--- src/rtl/prog_mem_loader_pkg.sv ---
// rtl/prog_mem_loader_pkg.sv - shared types and constants for the UART program-memory loader
package prog_loader_pkg;

  typedef enum logic [2:0] {
    ST_IDLE,
    ST_CNT_LO,
    ST_CNT_HI,
    ST_DATA,
    ST_CHK,
    ST_DONE,
    ST_ERR
  } state_t;

  localparam logic [7:0]  SYNC_BYTE_DEF = 8'hA5;
  localparam logic [31:0] TEXT_BASE     = 32'h00400000;
  localparam int          CNT_W         = 16;

endpackage

--- src/rtl/prog_mem_loader_if.sv ---
// rtl/prog_mem_loader_if.sv - UART byte input, program-memory write port and load status
interface prog_mem_loader_if #(
  parameter int DATA_WIDTH = 32
);
  import prog_loader_pkg::*;

  logic [7:0]            rx_data;
  logic                  rx_valid;
  logic                  mem_we;
  logic [DATA_WIDTH-1:0] mem_addr;
  logic [DATA_WIDTH-1:0] mem_wdata;
  logic                  cpu_hold;
  logic                  load_done;
  logic                  load_err;
  logic [CNT_W-1:0]      words_loaded;

  modport master (
    output rx_data, rx_valid,
    input  mem_we, mem_addr, mem_wdata, cpu_hold, load_done, load_err, words_loaded
  );

  modport slave (
    input  rx_data, rx_valid,
    output mem_we, mem_addr, mem_wdata, cpu_hold, load_done, load_err, words_loaded
  );
endinterface

--- src/rtl/prog_mem_loader_word_assembler.sv ---
// rtl/prog_mem_loader_word_assembler.sv - packs four bytes LSB-first into a 32-bit word
module word_assembler (
  input  logic        clk,
  input  logic        reset,
  input  logic        i_clear,
  input  logic        i_valid,
  input  logic [7:0]  i_byte,
  output logic [31:0] o_word,
  output logic        o_word_ready
);
  logic [1:0]  r_idx;
  logic [31:0] r_word;
  logic [31:0] w_word;

  // The word includes the byte arriving now, so the caller can register it on the 4th byte's edge
  always_comb begin
    w_word = r_word;
    w_word[{r_idx, 3'b000} +: 8] = i_byte;
  end

  assign o_word       = w_word;
  assign o_word_ready = i_valid && (r_idx == 2'd3);

  always_ff @(posedge clk or posedge reset) begin
    if (reset) begin
      r_idx  <= 2'd0;
      r_word <= 32'd0;
    end else if (i_clear) begin
      r_idx  <= 2'd0;
    end else if (i_valid) begin
      r_idx  <= r_idx + 2'd1;
      r_word <= w_word;
    end
  end
endmodule

--- src/rtl/prog_mem_loader.sv ---
// rtl/prog_mem_loader.sv - UART boot loader FSM writing framed words to program memory
// Optional trailing XOR checksum byte enabled by PROG_LOADER_CHECKSUM_EN.
module prog_mem_loader
  import prog_loader_pkg::*;
#(
  parameter int                    MEMORY_DEPTH = 256,
  parameter int                    DATA_WIDTH   = 32,
  parameter logic [DATA_WIDTH-1:0] BASE_ADDR    = DATA_WIDTH'(TEXT_BASE),
  parameter logic [7:0]            SYNC_BYTE    = SYNC_BYTE_DEF
) (
  input logic              clk,
  input logic              reset,
  prog_mem_loader_if.slave bus
);
  state_t                r_state;
  logic [7:0]            r_count_lo;
  logic [CNT_W-1:0]      r_count;
  logic [CNT_W-1:0]      r_words_loaded;
  logic                  r_mem_we;
  logic [DATA_WIDTH-1:0] r_mem_addr;
  logic [DATA_WIDTH-1:0] r_mem_wdata;
  logic                  r_cpu_hold;
  logic                  r_load_done;
  logic                  r_load_err;
`ifdef PROG_LOADER_CHECKSUM_EN
  logic [7:0]            r_xor;
`endif

  logic                  w_clear;
  logic                  w_data_valid;
  logic                  w_word_ready;
  logic [31:0]           w_word;
  logic                  w_is_sync;
  logic [CNT_W-1:0]      w_count;
  logic                  w_count_bad;
  logic                  w_last_word;

  assign w_clear      = (r_state == ST_CNT_HI);
  assign w_data_valid = bus.rx_valid && (r_state == ST_DATA);
  assign w_is_sync    = bus.rx_valid && (bus.rx_data == SYNC_BYTE);
  assign w_count      = {bus.rx_data, r_count_lo};
  assign w_count_bad  = (w_count == '0) || ({1'b0, w_count} > (CNT_W + 1)'(MEMORY_DEPTH));
  assign w_last_word  = (r_words_loaded + 1'b1) == r_count;

  word_assembler u_word_assembler (
    .clk          (clk),
    .reset        (reset),
    .i_clear      (w_clear),
    .i_valid      (w_data_valid),
    .i_byte       (bus.rx_data),
    .o_word       (w_word),
    .o_word_ready (w_word_ready)
  );

  always_ff @(posedge clk or posedge reset) begin
    if (reset) begin
      r_state        <= ST_IDLE;
      r_count_lo     <= 8'd0;
      r_count        <= '0;
      r_words_loaded <= '0;
      r_mem_we       <= 1'b0;
      r_mem_addr     <= BASE_ADDR;
      r_mem_wdata    <= '0;
      r_cpu_hold     <= 1'b1;
      r_load_done    <= 1'b0;
      r_load_err     <= 1'b0;
`ifdef PROG_LOADER_CHECKSUM_EN
      r_xor          <= 8'd0;
`endif
    end else begin
      r_mem_we <= 1'b0;
      if (w_word_ready) begin
        r_mem_we       <= 1'b1;
        r_mem_addr     <= BASE_ADDR + (DATA_WIDTH'(r_words_loaded) << 2);
        r_mem_wdata    <= DATA_WIDTH'(w_word);
        r_words_loaded <= r_words_loaded + 1'b1;
      end
      case (r_state)
        ST_IDLE: begin
          if (w_is_sync) r_state <= ST_CNT_LO;
        end
        ST_CNT_LO: begin
          if (bus.rx_valid) begin
            r_count_lo <= bus.rx_data;
            r_state    <= ST_CNT_HI;
          end
        end
        ST_CNT_HI: begin
          if (bus.rx_valid) begin
            r_count <= w_count;
            if (w_count_bad) begin
              r_state    <= ST_ERR;
              r_load_err <= 1'b1;
            end else begin
              r_state        <= ST_DATA;
              r_words_loaded <= '0;
`ifdef PROG_LOADER_CHECKSUM_EN
              r_xor          <= 8'd0;
`endif
            end
          end
        end
        ST_DATA: begin
`ifdef PROG_LOADER_CHECKSUM_EN
          if (bus.rx_valid) r_xor <= r_xor ^ bus.rx_data;
          if (w_word_ready && w_last_word) r_state <= ST_CHK;
`else
          if (w_word_ready && w_last_word) r_state <= ST_DONE;
`endif
        end
`ifdef PROG_LOADER_CHECKSUM_EN
        ST_CHK: begin
          if (bus.rx_valid) begin
            if (bus.rx_data == r_xor) begin
              r_state <= ST_DONE;
            end else begin
              r_state    <= ST_ERR;
              r_load_err <= 1'b1;
            end
          end
        end
`endif
        // Status follows DONE one cycle late, so release lands the cycle after the last write
        ST_DONE: begin
          if (w_is_sync) begin
            r_state     <= ST_CNT_LO;
            r_cpu_hold  <= 1'b1;
            r_load_done <= 1'b0;
          end else begin
            r_cpu_hold  <= 1'b0;
            r_load_done <= 1'b1;
          end
        end
        ST_ERR: begin
          if (w_is_sync) begin
            r_state    <= ST_CNT_LO;
            r_load_err <= 1'b0;
          end
        end
        default: r_state <= ST_IDLE;
      endcase
    end
  end

  assign bus.mem_we       = r_mem_we;
  assign bus.mem_addr     = r_mem_addr;
  assign bus.mem_wdata    = r_mem_wdata;
  assign bus.cpu_hold     = r_cpu_hold;
  assign bus.load_done    = r_load_done;
  assign bus.load_err     = r_load_err;
  assign bus.words_loaded = r_words_loaded;
endmodule

--- src/flat_wrapper.sv ---
// flat-port wrapper written by rule: the top's interface ports become plain ports
module prog_mem_loader_flat import prog_loader_pkg::*;
#(
  parameter int                    MEMORY_DEPTH = 256,
  parameter int                    DATA_WIDTH   = 32,
  parameter logic [DATA_WIDTH-1:0] BASE_ADDR    = DATA_WIDTH'(TEXT_BASE),
  parameter logic [7:0]            SYNC_BYTE    = SYNC_BYTE_DEF
)
  (clk, reset, bus_rx_data, bus_rx_valid, bus_mem_we, bus_mem_addr, bus_mem_wdata, bus_cpu_hold, bus_load_done, bus_load_err, bus_words_loaded);
  prog_mem_loader_if #(.DATA_WIDTH(DATA_WIDTH)) bus_i ();
  input logic clk;
  input logic reset;
  input wire logic [$bits(bus_i.rx_data)-1:0] bus_rx_data;
  input wire logic [$bits(bus_i.rx_valid)-1:0] bus_rx_valid;
  output wire logic [$bits(bus_i.mem_we)-1:0] bus_mem_we;
  output wire logic [$bits(bus_i.mem_addr)-1:0] bus_mem_addr;
  output wire logic [$bits(bus_i.mem_wdata)-1:0] bus_mem_wdata;
  output wire logic [$bits(bus_i.cpu_hold)-1:0] bus_cpu_hold;
  output wire logic [$bits(bus_i.load_done)-1:0] bus_load_done;
  output wire logic [$bits(bus_i.load_err)-1:0] bus_load_err;
  output wire logic [$bits(bus_i.words_loaded)-1:0] bus_words_loaded;
  assign bus_i.rx_data = bus_rx_data;
  assign bus_i.rx_valid = bus_rx_valid;
  assign bus_mem_we = bus_i.mem_we;
  assign bus_mem_addr = bus_i.mem_addr;
  assign bus_mem_wdata = bus_i.mem_wdata;
  assign bus_cpu_hold = bus_i.cpu_hold;
  assign bus_load_done = bus_i.load_done;
  assign bus_load_err = bus_i.load_err;
  assign bus_words_loaded = bus_i.words_loaded;
  prog_mem_loader #(.MEMORY_DEPTH(MEMORY_DEPTH), .DATA_WIDTH(DATA_WIDTH), .BASE_ADDR(BASE_ADDR), .SYNC_BYTE(SYNC_BYTE)) u_core (.clk(clk), .reset(reset), .bus(bus_i));
endmodule
--- config.mk ---
export PLATFORM = sky130hd
export DESIGN_NAME = prog_mem_loader_flat
export DESIGN_NICKNAME = d
export VERILOG_FILES = /design/src/rtl/prog_mem_loader_pkg.sv /design/src/rtl/prog_mem_loader_if.sv /design/src/rtl/prog_mem_loader_word_assembler.sv /design/src/rtl/prog_mem_loader.sv /design/src/flat_wrapper.sv
export SDC_FILE = /design/constraint.sdc
export NUM_CORES = 1
export LEC_CHECK = 0
export BUFFER_PORTS_ARGS = -buffer_cell sky130_fd_sc_hd__buf_2
export CAP_MARGIN = 20
export CORE_UTILIZATION = 25
export CTS_CLUSTER_DIAMETER = 50
export DETAILED_ROUTE_END_ITERATION = 12
export GPL_ROUTABILITY_DRIVEN = 0
export PLACE_DENSITY = 0.4
export REMOVE_ABC_BUFFERS = 1
export SLEW_MARGIN = 15
export SYNTH_ARGS = -nofsm -noshare
export SYNTH_HDL_FRONTEND = slang
export SYNTH_SLANG_ARGS = --single-unit
--- constraint.sdc ---
create_clock -name clk -period 5.5 [get_ports clk]
set_input_delay 0.55 -clock clk [delete_from_list [all_inputs] [get_ports clk]]
set_output_delay 0.55 -clock clk [all_outputs]
set_load 0.03 [all_outputs]
* Word level (Yosys, flattened, before mapping)
Cells that the tools add are included.
Widths: inputs -> output; s select.
** Word-level totals
- Bits in writable memories :: 0
- Bits in read-only memories :: 0
- Memories :: 0
- Bits of input ports :: 11
- Latch bits :: 0
- Flip-flop bits (word level) :: 145
** Cells by class
- Equality and inequality tests :: 14
- Div/mod/pow operators :: 0
- $lt $le $gt $ge :: 1
- Bitwise operators :: 1
- Muxes and demuxes :: 20
- Reductions and logical operators :: 15
- Add/subtract/negate cells :: 4
- Multiply operators :: 0
- Shift operators :: 2
** Operators with widths (count)
- $mux 16 :: 4
- $bwmux 32 :: 1
- $shift 8x7->32 const A :: 1
- $shiftx 8x7->32 :: 1
- $add 23x18->24 const A :: 1
- $add 16x1->16 const B :: 1
- $eq 16x16->1 :: 1
- $gt 16x9->1 const B :: 1
- $logic_not 16->1 :: 1
- $mux 3 :: 5
- $pmux 3 s4 :: 1
- $eq 8x8->1 const B :: 1
- $reduce_and 4->1 :: 2
- $neg 5->7 :: 1
- $eq 3x2->1 const B :: 2
- $eq 3x3->1 const B :: 2
- $mux 1 :: 6
- $ne 2x1->1 const B :: 3
- $ne 2x2->1 const B :: 3
- $reduce_and 2->1 :: 3
- $logic_and 1x1->1 :: 4
- $mux 2 :: 2
- $reduce_bool 2->1 :: 2
- $eq 3x1->1 const B :: 1
- 7 further kinds :: 7

* Depth between registers and ports, before layout
- Word-level depth :: 7
- Depth in mapped cells :: 11
- Gate-level depth less buffers :: 8

* Modules after synthesis
Synthesis repeated with hierarchy kept, for this count alone.
** Second synthesis, totals
- Cells, all modules :: 531
- Area, all modules :: 6451.2 um^2
** Modules (own cells, without submodules)
- prog_mem_loader :: cells each 372, area each 4528.1 um^2, instances 1, seq. area each 2378.5 um^2
- word_assembler :: cells each 159, area each 1923.1 um^2, instances 1, seq. area each 850.8 um^2

* Least setup slack after synthesis
Ideal clock, no wire load.
- Kind :: register -> register
- Start point :: register u_core.r_words_loaded[0], in the netlist u_core.bus.words_loaded[0]
- End point :: register u_core.r_state[1]
- Buffers on the path :: 0
- Data arrival time :: 2.062 ns
- Data required time :: 5.375 ns
- Clock period less this slack :: 2.188 ns
- Setup slack :: 3.312 ns
- Cell stages (with the launch flop) :: 9
- Setup time :: 0.125 ns
- Cell sequence :: dfrtp_1 -> ha_1 -> and4_1 -> xnor2_1 -> or4_1 -> a32oi_1 -> nand4_1 -> o21ai_0 -> o21ai_1
** On the way
- Longest elaborated chain between the ends :: 5
** Ends and longest elaborated chain
- start: declaration :: RTL line prog_mem_loader.sv:18 : logic [CNT_W-1:0] r_words_loaded;
- start signal: assignment :: RTL line prog_mem_loader.sv:76 : r_words_loaded <= r_words_loaded + 1'b1;
- $add 16x1->16 :: RTL line prog_mem_loader.sv:43 : assign w_last_word = (r_words_loaded + 1'b1) == r_count;
- $eq 16x16->1 :: RTL line prog_mem_loader.sv:43
- $logic_and 1x1->1 :: RTL line prog_mem_loader.sv:108 : if (w_word_ready && w_last_word) r_state <= ST_DONE;
- $ne 2x2->1 (no source line)
- $reduce_and 4->1 (no source line)
- end signal: assignment :: RTL line prog_mem_loader.sv:57 : r_state <= ST_IDLE;
- end signal: assignment :: RTL line prog_mem_loader.sv:108
- end signal: assignment :: RTL line prog_mem_loader.sv:126 : r_state <= ST_CNT_LO;
- end: declaration :: RTL line prog_mem_loader.sv:15 : state_t r_state;
No other way between the ends.
A chain may end at the register's enable or synchronous reset.

* Final worst setup path
- Start point :: register u_core.u_word_assembler.r_idx[0]
- End point :: register u_core.u_word_assembler.r_word[22]
** On the way
- Longest elaborated chain between the ends :: 3
** Ends and longest elaborated chain
- start: declaration :: RTL line prog_mem_loader_word_assembler.sv:11 : logic [1:0] r_idx;
- start signal: assignment :: RTL line prog_mem_loader_word_assembler.sv:31 : r_idx <= r_idx + 2'd1;
- $neg 5->7 * :: RTL line prog_mem_loader_word_assembler.sv:18 : w_word[{r_idx, 3'b000} +: 8] = i_byte;
- $shiftx 8x7->32 or $shift 8x7->32 (tied branches) :: RTL line prog_mem_loader_word_assembler.sv:18
- $bwmux 32 * :: RTL line prog_mem_loader_word_assembler.sv:18
- end signal: assignment :: RTL line prog_mem_loader_word_assembler.sv:32 : r_word <= w_word;
- end: declaration :: RTL line prog_mem_loader_word_assembler.sv:12 : logic [31:0] r_word;
Every way passes the cells marked *; elsewhere a longest branch is shown, timed or not.

==> impl_results.md <==
* Cells after Synth at between 500 and 600
* Die area at 24,000 um2
* Post-CTS Setup Bufs at 0
* Synth warn at 0
* Status: finished, final reports clean
* Static leakage at 3.36 nW
* Most frequent cell after synthesis: dfrtp_1
* Layout overhead on the synthesized area at 19.5%
* Worst slew margin relative to its limit at between 30% and 40%
* Setup violators final at 0
* EDFF count, synth at 0
* DP Wirelength at ~10,000 um
* WL per Instance at between 15 and 20 um
* Placement-stage cell area at roughly 6400 um2
* Max FO, Critical Path at 9
* Fin crit period at approximately 2600 ps
* Clock network power share at between 40% and 50%
* Psw at about 650 uW
* Setup crit start kind: register
* Share of layout cells above drive strength 1 at 25.0%
* Slowest CP cell: nor4b_2
* Synthesized area at just under 6000 um2
* Async SR Flop Fraction at 100%
* DRC viols at 0
* FF+latch count, synth at ~120
* Starting Density at between 20% and 30%
* Final Hold Slack at approximately 300 ps
* Port bufs at 78
* Fin nets at around 630
* Routed Antenna Nets at 0
* Vias/cell at approximately 4.6
* Pwr dens at roughly 370 nW/um2
* H-tree Lvls at 4
* Critical Path RT at 5840 ps
* Total wire length at ~15,000 um
* Final-report hold violation count at 0
* Syn Area/Cell at between 10 and 15 um2
* Row cnt at 55
* R2R depth at 6
* Max-cap violations at 0
* VDD IR max at 0.128 mV
* Ports at 95
* CTS tree: built
* Pre-antenna DRT Iters at 4
* Sequential Power Share at 40.5%
* Total GRT Usage at 13.3%
* CTS resizes at 0
* DIE WIDTH at about 160 um
* Cell taking the most area after synthesis: dfrtp_1
* Fmax achieved at 387 MHz
* Top delay family on crit path: simple AND/OR/NAND/NOR gates
* Clock root cell: clkbuf_16
* Fin. max-slew vios at 0
* CP max stage delay at 780 ps
* Worst Path Buf+Inv at 2
* Critical path depth at 6
* TNS Setup at 0 ps
* Antenna Cells at 0
* Vias in the first global route at around 4,400
* Final Skew at 9.17 ps
* Worst-Skew Late Latency at approximately 410 ps
* RSZ-0062 raised after global routing: false
* CORE AREA at ~23,000 um2
* Commonest cells in the netlist: dfrtp_1 (120), nor2_1 (75), nand2_1 (68)
* Clk slew on worst S/H paths at approximately 60 ps
* CP arrival at between 2000 and 3000 ps
* GRT overflow at 0
* Dominant cells by area after synthesis: dfrtp_1 (51%), mux2_2 (5.2%), nor2_1 (4.8%)
* Synth Flop Type: dfrtp_1
* CP Cell Sequence: inv_1 -> ha_1 -> clkinv_1 -> nor4b_2 -> and2_1 -> a22o_1
* TritonCTS buffer count at 17
* Post-Route Utilization at a little under a third
* Post-synth top area share at a little over 50%
* Switching Fraction at between 20% and 30%
* Clock Tree Buf Depth at 2
* Hold Buf Count CTS at 0
* TritonCTS sink count at about 120
* Number of distinct library cells after synthesis at 58
* Seq/Total Area, Yosys at 51.7%
* First-pass GRT wire length at approximately 25,000 um
* P_int at just under 2 mW
* CP Class: register to register
* Post-route cell area at between 7000 and 8000 um2
* Largest net degree at the start of global routing at slightly below 70
* Starting DRT DRC Count at 285
* Combinational share of power at 13.2%
* Vias at approximately 4,400
* Final period util at 47.0%
* Crit end category: register
* Initial antenna violation count at 0
* Min-delay worst type: input port to async pin
* Worst-margin pin slew at 979 ps
* Die Ht at 155 um
area by class of cell:
type / count / area (um2)
tap: 313 / 392
clock buffer: 21 / 470
fill: 2359 / 15800
inverter: 9 / 36.3
timing repair buffer: 82 / 420
clock inverter: 11 / 169
sequential: 121 / 3030
multi-input combinational: 385 / 2480
cells in the final DEF (no fill, tap or decap), drive strengths merged, types with 9 or more instances in the layout:
cell type / n
a221oi: 24
a22o: 32
buf: 82
clkbuf: 21
conb: 16
dfrtp: 120
mux2: 27
nand2: 69
nand3: 9
nand4: 9
nor2: 75
nor4: 10
o21ai: 12
xnor2: 26
xor2: 11
worst reg2reg max path, stage by stage, from the launching register on:
cell and delay (ps):
dfrtp_1 450, inv_1 200, ha_1 210, clkinv_1 260
nor4b_2 780, and2_1 420, a22o_1 210
power groups by stage:
stage | registers [mW] | clock network, mW | logic (mW)
after floorplan | 1.04 | 0 | 0.266
after global placement | 1.06 | 0 | 0.338
after detailed placement | 1.06 | 0 | 0.340
after CTS | 1.04 | 1.23 | 0.342
after global routing | 1.06 | 1.27 | 0.377
final | 1.04 | 1.19 | 0.339
cells by family after synthesis:
kind of cell             synth area share [%]
AND/OR/NAND/NOR                          17.7
flip-flops                               51.7
AO/OA/AOI/OAI                            11.5
buffers and inverters                    6.77
XOR/XNOR                                 5.53
multiplexers                             5.36
adder cells (fa/ha/maj)                  1.28
other                                   0.128
registers in the layout (all words and copies together), names as in the netlist:
signal / cells
u_core.u_word_assembler.r_word: 24
u_core.bus.load_err: 1
u_core.u_word_assembler.r_idx: 2
u_core.r_count: 16
u_core.bus.cpu_hold: 1
u_core.bus.mem_wdata: 32
u_core.bus.mem_we: 1
u_core.bus.words_loaded: 16
u_core.bus.mem_addr: 16
u_core.r_state: 3
u_core.r_count_lo: 8
u_core.bus.load_done: 1
worst paths after layout:
path / from / to / slack, ps
max: u_core.u_word_assembler.r_idx[0] / u_core.u_word_assembler.r_word[22] / 2910
min: reset / u_core.bus.mem_wdata[1] / 300
max reg2reg: u_core.u_word_assembler.r_idx[0] / u_core.u_word_assembler.r_word[22] / 2910
min reg2reg: u_core.bus.mem_addr[10] / u_core.bus.mem_addr[10] / 470
max in group asynchronous: reset / u_core.u_word_assembler.r_word[15] / 3990
min in group clk: u_core.bus.mem_addr[10] / u_core.bus.mem_addr[10] / 470
through the flow:
step                      total power, mW  cells  setup slack, ps
final                                2.58    942             2910
after detailed placement             1.40    910             2910
after global routing                 2.70    942             2750
after CTS                            2.61    942             2910
after floorplan                      1.30    515             1740
after global placement               1.40    910             2990
metal layers:
metal  wire (um)  track usage, %
met2        7280            21.3
met4         220            5.04
met1        7090            17.6
met5           0               0
met3         622            2.98
Power figures use the tool's default switching activity.
